### config.mk
export PLATFORM = sky130hd
export DESIGN_NAME = cuckoo_match_collector
export DESIGN_NICKNAME = d
export VERILOG_FILES = /design/src/rtl/cuckoo_pkg.sv /design/src/rtl/match_fifo.sv /design/src/rtl/cuckoo_match_collector.sv
export SDC_FILE = /design/constraint.sdc
export NUM_CORES = 1
export LEC_CHECK = 0
export CAP_MARGIN = 20
export CORE_MARGIN = 8
export CORE_UTILIZATION = 41
export DETAILED_ROUTE_END_ITERATION = 12
export PLACE_DENSITY_LB_ADDON = 0.1
export SYNTH_ARGS = -nofsm -noshare
export SYNTH_HDL_FRONTEND = slang
export SYNTH_SLANG_ARGS = --single-unit
### constraint.sdc
create_clock -name clk -period 4 [get_ports clk]
set_clock_uncertainty 0.05 [all_clocks]
set_input_delay 0.6 -clock clk [delete_from_list [all_inputs] [get_ports clk]]
set_output_delay 0.6 -clock clk [all_outputs]
set_load 0.05 [all_outputs]
### src/rtl/cuckoo_pkg.sv
// cuckoo_pkg: hit encodings, match record layout and packet FSM states
// shared by the cuckoo match collector and its FIFO.
package cuckoo_pkg;
   localparam int HIT_A = 0;
   localparam int HIT_B = 1;
   localparam int REC_LAST    = 0;
   localparam int REC_SFX_NC  = 1;
   localparam int REC_HIT_NC  = 3;
   localparam int REC_SFX     = 5;
   localparam int REC_HIT     = 7;
   localparam int REC_OFF     = 9;
   localparam int REC_FIXED_W = 9;
   typedef enum logic {IDLE, IN_PKT} pkt_state_e;
   function automatic int rec_width(input int offset_w);
      return offset_w + REC_FIXED_W;
   endfunction
endpackage

### src/rtl/match_fifo.sv
// match_fifo: synchronous first-word-fall-through FIFO; pointers carry a
// wrap bit so full and empty are distinguished without a counter.
module match_fifo #(
   parameter int DEPTH = 16,
   parameter int WIDTH = 20
) (
   input  logic             clk,
   input  logic             rst,
   input  logic             push,
   input  logic [WIDTH-1:0] din,
   input  logic             pop,
   output logic [WIDTH-1:0] dout,
   output logic             full,
   output logic             empty
);
   localparam int AW = $clog2(DEPTH);
   logic [WIDTH-1:0] mem [DEPTH];
   logic [AW:0] wptr, rptr;
   logic do_push, do_pop;
   always_comb begin
      empty = wptr == rptr;
      full = wptr == {~rptr[AW], rptr[AW-1:0]};
      do_pop = pop & ~empty;
      do_push = push & (~full | do_pop);
      dout = mem[rptr[AW-1:0]];
   end
   always_ff @(posedge clk) begin
      if (!rst) begin
         wptr <= '0;
         rptr <= '0;
      end else begin
         if (do_push) wptr <= wptr + (AW+1)'(1);
         if (do_pop) rptr <= rptr + (AW+1)'(1);
      end
   end
   always_ff @(posedge clk)
      if (do_push) mem[wptr[AW-1:0]] <= din;
endmodule

### src/rtl/cuckoo_match_collector.sv
// cuckoo_match_collector: re-aligns cuckoo lookup hits with their byte window,
// tracks in-packet offset and queues one record per hit or end-of-packet.
module cuckoo_match_collector
   import cuckoo_pkg::*;
#(
   parameter int LATENCY  = 4,
   parameter int OFFSET_W = 11,
   parameter int DEPTH    = 16
) (
   input  logic                clk,
   input  logic                rst,
   input  logic                enable,
   input  logic                pkt_sop,
   input  logic                pkt_eop,
   input  logic [1:0]          compare_out,
   input  logic [1:0]          suffix,
   input  logic [1:0]          compare_out_nocase,
   input  logic [1:0]          suffix_nocase,
   output logic                m_valid,
   input  logic                m_ready,
   output logic [OFFSET_W-1:0] m_offset,
   output logic [1:0]          m_hit,
   output logic [1:0]          m_suffix,
   output logic [1:0]          m_hit_nc,
   output logic [1:0]          m_suffix_nc,
   output logic                m_last,
   output logic                overflow,
   output logic [15:0]         drop_count
);
   localparam int REC_W = rec_width(OFFSET_W);
   logic [LATENCY-1:0][2:0] dl;
   logic av, a_sop, a_eop, in_win, rec_v, push, pop, full, empty;
   pkt_state_e state, state_n;
   logic [OFFSET_W-1:0] offset, cur_off;
   logic [REC_W-1:0] rec, head;
   // the delay line free-runs so it stays in lockstep with the lookup pipeline
   always_ff @(posedge clk) begin
      if (!rst) begin
         dl <= '0;
         state <= IDLE;
         offset <= '0;
         overflow <= 1'b0;
         drop_count <= '0;
      end else begin
         dl <= {dl[LATENCY-2:0], {enable, enable & pkt_sop, enable & pkt_eop}};
         state <= state_n;
         if (in_win) offset <= cur_off;
         if (rec_v & ~push) begin
            overflow <= 1'b1;
            if (drop_count != 16'hFFFF) drop_count <= drop_count + 16'd1;
         end
      end
   end
   always_comb begin
      {av, a_sop, a_eop} = dl[LATENCY-1];
      in_win = av & (a_sop | (state == IN_PKT));
      cur_off = a_sop ? '0 : offset + OFFSET_W'(offset != '1);
      state_n = in_win ? (a_eop ? IDLE : IN_PKT) : state;
      rec_v = in_win & ((|compare_out) | (|compare_out_nocase) | a_eop);
      rec = {cur_off, compare_out, suffix, compare_out_nocase, suffix_nocase, a_eop};
      pop = ~empty & m_ready;
      push = rec_v & (~full | pop);
      m_valid = ~empty;
      m_offset = m_valid ? head[REC_OFF +: OFFSET_W] : '0;
      m_hit = m_valid ? head[REC_HIT +: 2] : '0;
      m_suffix = m_valid ? head[REC_SFX +: 2] : '0;
      m_hit_nc = m_valid ? head[REC_HIT_NC +: 2] : '0;
      m_suffix_nc = m_valid ? head[REC_SFX_NC +: 2] : '0;
      m_last = m_valid & head[REC_LAST];
   end
   match_fifo #(.DEPTH(DEPTH), .WIDTH(REC_W)) u_fifo (
      .clk  (clk),
      .rst  (rst),
      .push (push),
      .din  (rec),
      .pop  (pop),
      .dout (head),
      .full (full),
      .empty(empty)
   );
endmodule
# Word-level counts from Yosys, hierarchy flattened
# Memories as Yosys holds them, arrays and structs flattened. A register that Yosys moved wholly into a read port is not among the register bits.
# Cells that the tools add are included.
[word_totals]
regBits = 51
ram_bits = 320
inputBits = 14
output_inout_bits = 38
word_cells = 52
mem_count = 1
[memory_table]
columns = ["name", "depth", "word_bits", "read_ports", "rd_ports_with_merged_regs", "write_ports", "line", "source"]
rows = [
  ["u_fifo.mem", 16, 20, 1, 1, 1, "match_fifo.sv:17", "logic [WIDTH-1:0] mem [DEPTH];"],
]
[classes]
n_addsub = 4
eq_ne = 4
mux = 11
n_bitwise = 19
reduce_logical = 3
[ops]
columns = ["cell", "count"]
rows = [
  ["$mux W11", 2],
  ["$add A16 B1 Y16 const B", 1],
  ["$ne A16 B16 Y1 const B", 1],
  ["$add A11 B1 Y11", 1],
  ["$ne A11 B11 Y1 const B", 1],
  ["$add A5 B1 Y5 const B", 2],
  ["$and A1 B1 Y1", 10],
  ["$eq A5 B5 Y1", 2],
  ["$mux W2", 4],
  ["$mux W4", 2],
  ["$or A1 B1 Y1", 5],
  ["$not A1 Y1", 4],
  ["$reduce_or A2 Y1", 2],
  ["$mux W1", 3],
  ["$reduce_and A2 Y1", 1],
]

# Longest topological paths before layout
[depth]
ltp_word = 8
mapped_depth = 11
mapped_depth_nobuf = 10

# Hierarchy
# From an unflattened synthesis, not the netlist that was laid out.
[unflattened]
hier_cells = 778
hier_area_um2 = 15122.0
[modules_own_cells]
columns = ["mod", "n_inst", "cells_each", "area_per_inst_um2", "seq_area_each_um2"]
rows = [
  ["match_fifo", 1, 530, 13070.0, 9889.5],
  ["cuckoo_match_collector", 1, 248, 2052.0, 820.8],
]

# Least setup slack after synthesis
# Ideal clock, no wire load.
[synth_timing]
path_type = "input -> register"
startpoint = "input port compare_out[1]"
endpoint = "memory u_fifo.mem[3][0] (enable)"
setup_ns = 0.422
arrival_ns = 2.944
t_required_ns = 3.528
slack_ns = 0.584
path_stages = 6
n_path_buf = 1
path_cell_list = "nor3_1 a21oi_1 a21boi_0 clkbuf_1 nand2_1 nor3_1"
[synth_via]
elab_chain_len = 8
[synth_lines]
columns = ["element", "line", "source"]
rows = [
  ["start, declared", "cuckoo_match_collector.sv:15", "input logic [1:0] compare_out,"],
  ["$reduce_or A2 Y1", "cuckoo_match_collector.sv:59", "rec_v = in_win & ((|compare_out) | (|compare_out_nocase) | a_eop);"],
  ["$or A1 B1 Y1 (2 in a row)", "cuckoo_match_collector.sv:59", ""],
  ["$and A1 B1 Y1", "cuckoo_match_collector.sv:59", ""],
  ["$and A1 B1 Y1", "cuckoo_match_collector.sv:62", "push = rec_v & (~full | pop);"],
  ["$and A1 B1 Y1", "match_fifo.sv:24", "do_push = push & (~full | do_pop);"],
  ["$mux W1", "match_fifo.sv:37", "if (do_push) mem[wptr[AW-1:0]] <= din;"],
  ["$mux W1 (not written as such)", "match_fifo.sv:37", ""],
  ["end, declared", "match_fifo.sv:17", ""],
]
# No other way between the ends.

==> impl_metrics.json <==
{
  "hold_violations": 0,
  "max_cap_viol_count": 0,
  "peakVddDrop_v": 0.000269,
  "cts.path.max_buffers": 3,
  "p_per_area_nw_per_um2": 449,
  "clock-sinks": 375,
  "crit_path_start_kind": "flop",
  "async_flop_share_pct": 0,
  "nets": 953,
  "wl_um": 35100,
  "drt_iter0_drc": 453,
  "seq_area_sq_um": 10700,
  "synth_top_area_share_pct": 64.7,
  "vias_per_cell": 5.60,
  "yosys_most_used_dff": "edfxtp_1",
  "drcViolationCount": 0,
  "initial_utilization_pct": 41.7,
  "layout_commonest_cell": "edfxtp_1",
  "ant_nets": 0,
  "worstPathRequired_ns": 3.35,
  "final_cells": 1425,
  "rows": 69,
  "rsz0062_at_grt": "no",
  "layout_setup_ws_ns": 0.112,
  "worstSetupPathType": "reg2out",
  "status": "completed",
  "yosys-top-cells-area": "edfxtp_1 (65%), mux4_2 (12%), dfxtp_1 (7.4%)",
  "drive_above_1_share_pct": 21.6,
  "clkLatencyLatePin_ns": 0.53,
  "worst_pin_slew_ns": 0.972,
  "cts_buffers": 41,
  "worstHoldPathType": "reg2reg",
  "r2r_slack_ns": 1.13,
  "synth_seq_cells": 375,
  "critPathMaxStageDelay_ns": 0.91,
  "post-place-cells": 1343,
  "vias": 7975,
  "synthCells": 829,
  "slew_headroom_pct": 34.9,
  "synth-edff-count": 320,
  "crit_arrival_ns": 3.24,
  "crit_fanout": 22,
  "crit_family": "buffers and inverters",
  "ys_seq_area_share_pct": 72.1,
  "period_needed_ns": 3.89,
  "die_w_um": 206,
  "htreeDepth": 2,
  "worstSetupEndpointType": "output pin",
  "yosys_warnings": 0,
  "clock.fmax_mhz": 257,
  "wire_per_inst_um": 24.6,
  "gr-total-overflow": 0,
  "dieArea_sq_um": 42600,
  "synth_cell_types": 39,
  "num_antenna_cells": 0,
  "layout_common_cells": "edfxtp_1 (320), mux4_2 (80), dfxtp_1 (51)",
  "grt_pass1_vias": 8393,
  "fin_setup_tns_ns": 0,
  "multi_input_area_sq_um": 3900,
  "leakage_nw": 5.68,
  "syn_nets": 851,
  "ctsHoldBuffers": 0,
  "synthesis.area_sq_um": 14900,
  "grt_use_total_pct": 16.6,
  "area_growth_pct": 19.1,
  "die_h_um": 206,
  "setup_viol": 0,
  "globalplace.congestion": 0.772,
  "cts-root-buf": "clkbuf_16",
  "core_area_sq_um": 35700,
  "final_core_util_pct": 49.6,
  "finalCritPeriodShare_pct": 97.2,
  "drv_slew": 0,
  "grt_pass1_wl_um": 52300,
  "worstPathCellList": "buf_4, mux4_2, mux2i_1, a211oi_1, clkdlybuf4s50_1",
  "pre_cts_slack_ns": 0.493,
  "cts_tree": "done",
  "synth_top_area_cell": "edfxtp_1",
  "grt_max_degree": 33,
  "path_buf_inv": 2,
  "syn_area_per_cell_sq_um": 17.9,
  "hpwl_um": 21000,
  "antenna_found_initial": 0,
  "pin_count": 52,
  "port_buffers": 51,
  "clkTransAtPathRegs_ns": 0.06,
  "first_pass_iters": 4,
  "nFillCells": 2948,
  "crit_slowest_cell": "clkdlybuf4s50_1"
}
final cells by class:
type	instances	area share (%)
inverter	8	0.170
sequential	375	60.6
timing repair buffer	108	6.35
tap	461	3.26
multi-input combinational	397	22.0
clock buffer	51	6.54
clock inverter	25	1.03
through the flow:
stage / hold slack, ns / power (mW) / instance area, sq um
5_1_grt: 0.407 / 8.19 / 17700
3_5_place_dp: 0.373 / 4.36 / 16300
4_1_cts: 0.388 / 8.03 / 17600
6_report: 0.385 / 7.95 / 17700
2_1_floorplan: 0.362 / 4.32 / 14900
3_3_place_gp: 0.377 / 4.36 / 16300
where the power goes:
part / leakage [nW] / switching, mW / internal (mW)
Sequential: 3.35 / 0.00231 / 4.21
Clock: 0.654 / 1.48 / 2.18
Combinational: 1.67 / 0.0430 / 0.0228
Total: 5.68 / 1.53 / 6.42
kinds of logic after synthesis:
kind of cell / share of synthesized area [%]
buffers and inverters: 1.71
flip-flops: 72.1
XOR/XNOR: 1.00
adder cells (fa/ha/maj): 0.674
AND/OR/NAND/NOR: 6.34
AO/OA/AOI/OAI: 4.16
multiplexers: 14.0
worst reg2reg max path, delay by kind of cell (launching register included):
family        cells  cell delay (ns)
fa+ha+maj         2             0.49
simple gates      5             1.36
xor+xnor          1             0.14
flops             1             0.49
Yosys cell counts, drive strengths merged (18+ instances only):
master / instances
mux2i: 28
a21oi: 29
and3: 21
edfxtp: 320
clkbuf: 28
o21ai: 18
buf: 21
a211oi: 41
nor2b: 24
nand2: 30
mux4: 80
nor2: 21
dfxtp: 55
registers in the layout, indices dropped and copies added, names as in the netlist, named ones only:
name         cells
av               1
u_fifo.mem     320
drop_count      16
overflow         1
a_sop            1
offset          11
u_fifo.rptr      5
a_eop            1
dl               9
state            1
u_fifo.wptr      5
metal layers:
metal  track usage, %  share of wire (%)  vias to the layer above
met3             2.62                4.2                       60
met5                0                  0                        -
met4             4.57                2.2                        0
li1                 -                  -                     3547
met1             22.3                 45                     4157
met2             27.9                 49                      211
path summary, 6_finish.rpt:
path | cells after the start | startpoint | to
max | 5 | flop | m_offset[7]
min | 1 | dl[5] | dl[8]
max reg2reg | 8 | offset[6] | u_fifo.mem[4][15]
min reg2reg | 1 | dl[5] | dl[8]
timing repair:
action / CTS / global route
gates resized for setup: 0 / 3
setup buffers: 1 / 0
setup endpoints to repair: 2 / 3
gates cloned: 0 / 0
(Power assumes the default switching activity.)
